### src/rtl/core_mul_seq.sv
// core_mul_seq
// Sequential mantissa/exponent multiplier for the posit datapath. Forms the
// exact 2*MANT_SIZE-bit product of two hidden-bit mantissas with a radix-2
// shift-add loop (MANT_SIZE iterations, no early exit), adds the total
// exponents, and normalizes the product into [1,2) with a single-step shift.
//
// Ports
//   clk, rst              clock, synchronous active-high reset
//   in_valid / in_ready   operand handshake (ready only in IDLE)
//   te1, te2              operand total exponents (two's complement)
//   mant1, mant2          operand mantissas, hidden bit at MSB
//   out_valid / out_ready result handshake (valid only in DONE)
//   mant_out              normalized product, hidden bit at MSB
//   te_out                result total exponent (wraps modulo 2^TE_SIZE)
module core_mul_seq #(
  parameter int MANT_SIZE = 14,
  parameter int TE_SIZE   = 9
) (
  input  logic                   clk,
  input  logic                   rst,
  input  logic                   in_valid,
  output logic                   in_ready,
  input  logic [TE_SIZE-1:0]     te1,
  input  logic [TE_SIZE-1:0]     te2,
  input  logic [MANT_SIZE-1:0]   mant1,
  input  logic [MANT_SIZE-1:0]   mant2,
  output logic                   out_valid,
  input  logic                   out_ready,
  output logic [2*MANT_SIZE-1:0] mant_out,
  output logic [TE_SIZE-1:0]     te_out
);

  localparam int PW = 2 * MANT_SIZE;
  localparam int CW = (MANT_SIZE > 1) ? $clog2(MANT_SIZE) : 1;

  typedef enum logic [1:0] {
    IDLE = 2'd0,
    BUSY = 2'd1,
    DONE = 2'd2
  } state_t;

  state_t               r_state;
  logic [PW-1:0]        r_acc;
  logic [PW-1:0]        r_mcand;
  logic [MANT_SIZE-1:0] r_mplier;
  logic [TE_SIZE-1:0]   r_te_sum;
  logic [CW-1:0]        r_cnt;
  logic                 r_in_ready;
  logic                 r_out_valid;

  logic                 w_norm_hi;
  logic [PW-1:0]        w_acc_next;

  // Partial-product add for the current multiplier bit.
  assign w_acc_next = r_mplier[0] ? (r_acc + r_mcand) : r_acc;

  always_ff @(posedge clk) begin
    if (rst) begin
      r_state     <= IDLE;
      r_acc       <= '0;
      r_mcand     <= '0;
      r_mplier    <= '0;
      r_te_sum    <= '0;
      r_cnt       <= '0;
      r_in_ready  <= 1'b0;
      r_out_valid <= 1'b0;
    end else begin
      case (r_state)
        IDLE: begin
          if (in_valid && r_in_ready) begin
            r_mcand    <= {{MANT_SIZE{1'b0}}, mant1};
            r_mplier   <= mant2;
            r_te_sum   <= te1 + te2;
            r_acc      <= '0;
            r_cnt      <= CW'(MANT_SIZE - 1);
            r_in_ready <= 1'b0;
            r_state    <= BUSY;
          end else begin
            r_in_ready <= 1'b1;
          end
        end
        BUSY: begin
          r_acc    <= w_acc_next;
          r_mcand  <= r_mcand << 1;
          r_mplier <= r_mplier >> 1;
          if (r_cnt == '0) begin
            r_out_valid <= 1'b1;
            r_state     <= DONE;
          end else begin
            r_cnt <= r_cnt - CW'(1);
          end
        end
        DONE: begin
          if (out_ready) begin
            r_out_valid <= 1'b0;
            r_in_ready  <= 1'b1;
            r_state     <= IDLE;
          end
        end
        default: begin
          r_state     <= IDLE;
          r_in_ready  <= 1'b0;
          r_out_valid <= 1'b0;
        end
      endcase
    end
  end

  // Product of two [1,2) values lies in [1,4): either already normalized or
  // one shift away. Unnormalized operands still get only the single shift.
  assign w_norm_hi = r_acc[PW-1];
  assign mant_out  = w_norm_hi ? r_acc : {r_acc[PW-2:0], 1'b0};
  assign te_out    = w_norm_hi ? (r_te_sum + TE_SIZE'(1)) : r_te_sum;

  assign in_ready  = r_in_ready;
  assign out_valid = r_out_valid;

endmodule

### config.mk
export PLATFORM = sky130hd
export DESIGN_NAME = core_mul_seq
export DESIGN_NICKNAME = d
export VERILOG_FILES = /design/src/rtl/core_mul_seq.sv
export SDC_FILE = /design/constraint.sdc
export NUM_CORES = 1
export LEC_CHECK = 0
export ABC_AREA = 1
export CORE_MARGIN = 8
export CORE_UTILIZATION = 59
export DETAILED_ROUTE_END_ITERATION = 6
export DONT_BUFFER_PORTS = 1
export PLACE_DENSITY = 0.76
export SYNTH_ARGS = -nofsm -noshare
export SYNTH_HDL_FRONTEND = slang
export SYNTH_SLANG_ARGS = --single-unit
export TNS_END_PERCENT = 10
### constraint.sdc
create_clock -name clk -period 1.82 [get_ports clk]
set_clock_uncertainty 0.05 [all_clocks]
set_input_delay 0.273 -clock clk [delete_from_list [all_inputs] [get_ports clk]]
set_output_delay 0.273 -clock clk [all_outputs]
set_load 0.005 [all_outputs]
=== Yosys cells after proc, flatten, opt, wreduce, memory -nomap -nowiden ===
Index checks and enable logic that the tools add are counted.

* $add $sub $neg: 4
* Equality and inequality tests: 7
* Mux-type cells: 22
* Bitwise operators: 2
* Reduce and logical (&&, ||, !) cells: 11

{| class="wikitable"
|+ Operators with widths
! cell !! count
|-
| 2-to-1 mux 28 bit || 4
|-
| case mux 28 bit (2 select lines) || 2
|-
| adder 28 bit || 1
|-
| case mux 14 bit (2 select lines) || 1
|-
| 2-to-1 mux 14 bit || 1
|-
| AND reduction 3 bit || 4
|-
| != test 2 bit, second input constant || 5
|-
| adder 9 x 1 -> 9 bit, second input constant || 1
|-
| adder 9 bit || 1
|-
| 2-to-1 mux 9 bit || 1
|-
| 2-to-1 mux 4 bit || 2
|-
| case mux 4 bit (2 select lines) || 1
|-
| 2-to-1 mux 2 bit || 3
|-
| case mux 1 bit (3 select lines) || 2
|-
| case mux 2 bit (3 select lines) || 1
|-
| AND reduction 2 bit || 3
|-
| zero test 4 bit || 1
|-
| 2-to-1 mux 1 bit || 4
|-
| subtractor 4 x 1 -> 4 bit, second input constant || 1
|-
| == test 2 x 1 -> 1 bit, second input constant || 1
|-
| == test 2 bit, second input constant || 1
|-
| zero test 2 bit || 1
|-
| inverter 1 bit || 2
|-
| nonzero test 2 bit || 1
|-
| logical AND 1 bit || 1
|}

* Flip-flop bits (word level): 87
* Output and inout port bits: 39
* Logic and storage cells: 54

=== Longest topological paths before layout ===
Gate-level depths: netlist of the first run.

* Depth after elaboration: 3
* Mapped depth: 12

=== Worst setup path before layout of the first run ===
No wires, ideal clock.

* Kind: flip-flop to flip-flop
* From: register r_acc[0]
* To: register r_acc[8]
* Library setup time: 132 ps
* Arrival time: 1698 ps
* Data required time: 1638 ps
* Path slack: -61 ps
* Stages on the path, launching flop included: 10
* Path buffers: 0
* Period minus slack after synthesis: 1881 ps
* Cell sequence: dfxtp_1 > ha_1 > fa_1 > nand3_1 > nand3_1 > inv_1 > o21ai_2 > or2_2 > nand3_1 > a21oi_1

* Word-level cells in the longest chain between the ends: 3

{| class="wikitable"
|+ Ends and longest elaborated chain
! item !! RTL line !! RTL
|-
| from (decl) || 43 || <nowiki>logic [PW-1:0] r_acc;</nowiki>
|-
| from (signal assigned) || 83 || <nowiki>r_acc <= w_acc_next;</nowiki>
|-
| adder 28 bit || 55 || <nowiki>assign w_acc_next = r_mplier[0] ? (r_acc + r_mcand) : r_acc;</nowiki>
|-
| 2-to-1 mux 28 bit || 55 ||
|-
| case mux 28 bit (2 select lines) || 68 || <nowiki>case (r_state)</nowiki>
|}

Every way passes these cells. The select of a mux whose other input is x is not followed.
A chain may end at the register's enable or synchronous reset.

=== Worst setup path in the final report of the first run ===
* From: register r_mcand[0]
* To: register r_acc[8]

* Word-level cells in the longest chain between the ends: 3

{| class="wikitable"
|+ Ends and longest elaborated chain
! item !! RTL line !! RTL
|-
| from (decl) || 44 || <nowiki>logic [PW-1:0] r_mcand;</nowiki>
|-
| from (signal assigned) || 71 || <nowiki>r_mcand <= {{MANT_SIZE{1'b0}}, mant1};</nowiki>
|-
| from (signal assigned) || 84 || <nowiki>r_mcand <= r_mcand << 1;</nowiki>
|-
| adder 28 bit || 55 ||
|-
| 2-to-1 mux 28 bit || 55 ||
|-
| case mux 28 bit (2 select lines) || 68 ||
|}

Every way passes these cells. The select of a mux whose other input is x is not followed.

==> results.ini, run 1 <==
[clock_network]
cts.reportedPaths.clkPinSlew_ns = 0.08
cts_sinks = 87
clock_latency_ns = 0.37
ctsHtreeMaxLevel = 3
cts_tree = built
cts_root_buf = clkbuf_8
cts_buffer_depth = 2
cts_buffers = 9

[die]
die_x_um = 117
start_util_pct = 59.9
rows = 37
core_um2 = 10100
die_h_um = 117
ios = 89
die-area_um2 = 13800

[timing]
layout_min_cycle_time_ns = 1.91
slew_headroom_pct = 35.0
fin_hold_ws_ns = 0.0233
hold_viol = 0
report.final.slew_viol_count = 0
worst-slew-pin-transition_ns = 0.973
rsz0062_at_grt = true
final.setup.tns_ns = -0.602
fmax_ghz = 0.522
finalSetupViolCount = 16
finalWorstSetupSlack_ns = -0.0946
finalCritPeriodShare_pct = 105

[synthesis]
syn_area_um2 = 6070
syn_nets = 1073
seq_area_frac_synth_pct = 28.7
synth_top_area_share_pct = 28.7
yosys_warnings = 0
yosys-top-cells-area = dfxtp_1, nand2_1, ha_1
syn_avg_cell_area_um2 = 6.17
synth_seq_cells = 87
async_flop_share_pct = 0
netlist_instances = 984
synth_cell_types = 38
synth_top_flop_cell = dfxtp_1
synth_edf_count = 0
yosys.area.top_type = dfxtp_1

[power_and_ir_drop]
finalPower_mw = 4.22
leakagePower_nw = 3.64
irDropWorstVdd_mv = 0.514
pwr_density_cell_nw_per_um2 = 555

[place]
placed_cells = 1184
port_buffers = 0
gp_congestion = 0.949
dp_hpwl_mm = 12.8

[routing]
vias = 6551
drtPass1Iterations = 5
wire_per_inst_um = 14.7
vias_per_cell = 5.41
drt-initial-drc-count = 384
ant_nets = 0
drt_wl_total_mm = 17.8
drcViolationCount = 0

[status]
violations = negative setup slack
status = complete, but fails checks

[setup_path]
cp.required_ns = 2.01
critical_path_arrival_ns = 2.11
startpoint_type = flop
rr_startpoint = r_mcand[0]$_SDFFE_PP0P_
worstPathMaxFanout = 4
cp-end-kind = flop
crit_type = flop to flop
reg2reg_slack_ns = -0.09
critPathLaunch = r_mcand[0]$_SDFFE_PP0P_

[global_routing]
groute.usage.overall_pct = 25.2
antenna_found_initial = 0
grt_start_max_net_pins = 73
grt_pass1_vias = 6458
grt_pass1_wl_mm = 29.5
grt_remaining_overflow = 0

[hold_path]
hold_path_class = input port to flop
hold_start = mant1[10]

[layout]
drive_gt1_share_pct = 20.9
final_cell_mix = nand2_1, inv_1, buf_4
nNetsFinal = 1160
syn_to_final_growth_pct = 25.3
n_antenna_cell = 0
final_util_pct = 75.1
fillers = 839
layout_commonest_cell = nand2_1
final_cell_count_no_fill = 1210

[job]
maxCapViolCount = 0

==> cell families after synthesis <==
logic type      count (synthesis)  synth area share (%)
simple gates                  546                  37.3
buf+inv                       152                  10.2
compound gates                145                  13.4
flops                          87                  28.7
fa+ha+maj                      39                  8.28
xor+xnor                       15                  2.16
==> state kept, by name (all words and copies together) (netlist names) <==
name and count:
r_acc 28, r_mcand 28, r_mplier 14, r_te_sum 9, r_cnt 4, r_state 2, in_ready 1, out_valid 1
==> critical path, stage by stage, from the launching register on <==
cell and delay, ns:
dfxtp_4 0.36, ha_4 0.16, fa_2 0.41, nand3_2 0.11
nand3_4 0.10, inv_4 0.09, o21ai_2 0.08, or2_2 0.29
nand3_1 0.07, a21oi_1 0.06
==> layer usage <==
metal,GRT usage [%],vias up,share of wire (%)
li1,-,3330,-
met1,28.9,3003,42
met2,43.9,176,49
met3,6.43,42,6.4
met4,9.53,0,2.7
met5,0,-,0
==> metrics by stage <==
step | setup WS (ns) | area, µm²
final | -0.0946 | 7610
after floorplan | 0.0294 | 6080
after global placement | -0.167 | 6820
after detailed placement | -0.164 | 6820
after CTS | -0.0982 | 7300
after global routing | -0.231 | 7610
==> synth_stat cells, types with 2 or more instances <==
| library cell | count |
|---|---|
| nand2_1 | 381 |
| and2_1 | 3 |
| a21oi_1 | 92 |
| nor3_1 | 6 |
| buf_6 | 3 |
| buf_4 | 2 |
| a22oi_1 | 14 |
| nand4_1 | 13 |
| clkbuf_1 | 15 |
| buf_2 | 12 |
| a31oi_1 | 9 |
| nor2_1 | 60 |
| o21ai_0 | 12 |
| inv_2 | 2 |
| o21ai_1 | 6 |
| o221ai_1 | 4 |
| nand3b_1 | 4 |
| ha_1 | 37 |
| dfxtp_1 | 87 |
| o21ai_2 | 2 |
| inv_1 | 116 |
| xnor2_1 | 4 |
| nand3_1 | 66 |
| xor2_1 | 11 |
| or2_2 | 7 |
| nor2_4 | 3 |
| fa_1 | 2 |
==> worst paths after layout <==
kind / endpoint / depth (start not counted)
min: r_mcand[10]$_SDFFE_PP0P_ / 2
max reg2reg: r_acc[8]$_SDFFE_PP0P_ / 9
min reg2reg: r_mplier[10]$_SDFFE_PP0P_ / 2
max: r_acc[8]$_SDFFE_PP0P_ / 9
==> timing repair <==
action | 4_1_cts | 5_1_grt
hold endpoints to repair | 72 | 1
buffers inserted | 4 | 4
hold buffers | 3 | 1
setup endpoints to repair | 27 | 67
pin swaps | 8 | 17
gates cloned | 0 | 0
gates resized for setup | 39 | 64
==> power by group <==
part | total (mW) | internal (mW) | switching (mW)
Clock | 1.40 | 0.696 | 0.707
Combinational | 0.737 | 0.291 | 0.446
Sequential | 2.08 | 2.00 | 0.0809
==> cell type report <==
type                       instances  area, µm²  area share [%]
sequential                        87       1770            23.2
inverter                         119        452            5.93
tap                              136        170            2.24
multi-input combinational        745       4160            54.7
timing repair buffer             109        862            11.3
clock buffer                      11        151            1.99
clock inverter                     3       43.8           0.575
Note: power is estimated with default switching activity, not from simulation.
==> run 2, diff against run 1 <==
--- a/config.mk
+++ b/config.mk
@@ -6,11 +6,11 @@
 export NUM_CORES = 1
 export LEC_CHECK = 0
 export ABC_AREA = 1
+export ABC_CLOCK_PERIOD_IN_PS = 1820
 export CORE_MARGIN = 8
-export CORE_UTILIZATION = 59
+export CORE_UTILIZATION = 50
 export DETAILED_ROUTE_END_ITERATION = 6
-export DONT_BUFFER_PORTS = 1
-export PLACE_DENSITY = 0.76
+export PLACE_DENSITY = 0.75
 export SYNTH_ARGS = -nofsm -noshare
 export SYNTH_HDL_FRONTEND = slang
 export SYNTH_SLANG_ARGS = --single-unit
==> results.ini, run 2 (synthesis results as in run 1) <==
[layout]
seqCellArea_um2 = 1790
n_antenna_cell = 0
layout_commonest_cell = nand2_1
fillers = 889
syn_to_final_growth_pct = 50.4
nNetsFinal = 1255
drive_gt1_share_pct = 27.3
multiInputGateArea_um2 = 4550
reg.largest.list = r_acc x28, r_mcand x28, r_mplier x14
final_cell_mix = nand2_1, inv_1, buf_4
final_cell_count_no_fill = 1318
final_area_um2 = 9140

[setup_path]
rr_startpoint = r_mcand[0]$_SDFFE_PP0P_
reg2reg_to = r_acc[16]$_SDFFE_PP0P_
rr_worst_depth = 12
cp-end-kind = flop
critical_path_arrival_ns = 2.16
crit_type = flop to flop
startpoint_type = flop
reg2reg_slack_ns = -0.16
cp.required_ns = 2.00
worstPathMaxFanout = 4

[status]
violations = negative setup slack
status = complete, but fails checks

[place]
dp_hpwl_mm = 13.6
port_buffers = 88
dpl-instance-area_um2 = 7830
gp_congestion = 1.01
placed_cells = 1297
pre_cts_slack_ns = -0.381

[clock_network]
clock_latency_ns = 0.36
cts_hold_buffers = 0
cts_buffers = 9
ctsHtreeMaxLevel = 3
cts_buffer_depth = 2
cts_tree = built
cts.reportedPaths.clkPinSlew_ns = 0.07
cts_sinks = 87
cts_root_buf = clkbuf_16

[timing]
finalWorstSetupSlack_ns = -0.155
layout_min_cycle_time_ns = 1.98
rsz0062_at_grt = true
finalSetupViolCount = 14
slew_headroom_pct = 33.1
report.final.slew_viol_count = 0
fmax_ghz = 0.506
finalCritPeriodShare_pct = 109
hold_viol = 0
final.setup.tns_ns = -1.29
worst-slew-pin-transition_ns = 1.00

[hold_path]
hold_start = rst
hold_path_class = input port to flop
whs_endpoint = r_mplier[3]$_SDFFE_PP0P_
min_path_cells = 4

[global_routing]
grt_start_max_net_pins = 79
antenna_found_initial = 0
grt_pass1_vias = 6451
grt_remaining_overflow = 0
groute.usage.overall_pct = 22.8
grt_pass1_wl_mm = 30.2

[job]
maxCapViolCount = 0

[die]
die-area_um2 = 15900
start_util_pct = 50.8
core_um2 = 12000
ios = 89
die_h_um = 126
rows = 40
die_x_um = 126

[routing]
vias_per_cell = 5.39
ant_nets = 0
drcViolationCount = 0
drtPass1Iterations = 5
vias = 7109
drt_wl_total_mm = 20.0
wire_per_inst_um = 15.2
drt-initial-drc-count = 523

[power_and_ir_drop]
leakagePower_nw = 4.69
finalPower_mw = 5.01
irDropWorstVdd_mv = 0.526
pwr_density_cell_nw_per_um2 = 549

[run 2: changes by cell type in the layout (fill, tap and decap cells not counted), sizes merged]
cell,previous run,this run
clkdlybuf4s50,0,50
dlygate4sd3,3,0
dlymetal6s2s,0,27
clkinvlp,0,1
clkdlybuf4s15,0,2
inv,119,123
buf,106,122
clkinv,2,0
clkbuf,11,10
dlygate4sd2,0,3
[run 2: power by group]
| group | leakage [nW] | internal, mW | switching, mW | total [mW] |
|---|---|---|---|---|
| logic | 3.82 | 0.453 | 0.523 | 0.976 |
| clock network | 0.144 | 1.09 | 0.867 | 1.95 |
| registers | 0.721 | 2.00 | 0.0790 | 2.08 |
| total | 4.69 | 3.54 | 1.47 | 5.01 |
[run 2: worst max path at each step]
stage,startpoint,to,slack [ns],cells after the start
after floorplan,r_acc[0]$_SDFFE_PP0P_,r_acc[8]$_SDFFE_PP0P_,0.03,9
after global placement,in_valid,r_mplier[2]$_SDFFE_PP0P_,-0.34,7
after detailed placement,te1[0],r_te_sum[6]$_SDFFE_PP0P_,-0.38,12
after CTS,r_te_sum[1]$_SDFFE_PP0P_,te_out[6],-0.19,7
after global routing,r_te_sum[1]$_SDFFE_PP0P_,te_out[7],-0.25,7
final,r_mcand[0]$_SDFFE_PP0P_,r_acc[16]$_SDFFE_PP0P_,-0.16,12
[run 2: cell type report]
| cell class | instances | area share, % |
|---|---|---|
| clock inverters | 6 | 0.794 |
| well taps | 147 | 2.01 |
| repair buffers | 204 | 20.3 |
| inverters | 119 | 4.97 |
| multi-input cells | 745 | 49.8 |
| clock buffers | 10 | 2.51 |
| flip-flops and latches | 87 | 19.6 |
[run 2: what timing repair did]
item / in CTS / in global routing
hold endpoints to repair: 0 / 0
pin swaps: 9 / 45
buffers inserted: 2 / 4
gates resized for setup: 58 / 216
setup endpoints to repair: 63 / 95
[run 2: through the flow]
stage / hold slack (ns) / utilization, %
floorplan: 0.371 / -
global placement: 0.403 / 65.5
detailed placement: 0.409 / 65.5
CTS: 0.332 / 69.0
global route: 0.403 / 76.4
finish: 0.338 / 76.4
[run 2: per-layer routing]
metal  vias to the layer above  wire length [µm]  GRT usage, %
met5                         -                 0             0
met4                         0               536          7.64
met3                        42              1240          3.76
met2                       256              9800          39.7
met1                      3295              8460          28.0
li1                       3516                 -             -
[run 2: worst max-delay path, cell delays in order, from the launching register on]
cell and delay, ns:
dfxtp_2 0.34, ha_4 0.16, fa_2 0.42, nand3_2 0.12, nand3_4 0.12, inv_4 0.10, nor2_4 0.04, nor2_4 0.13
nor2_2 0.05, nor2_2 0.10, nand2_1 0.08, nand3_2 0.07, a21oi_1 0.06
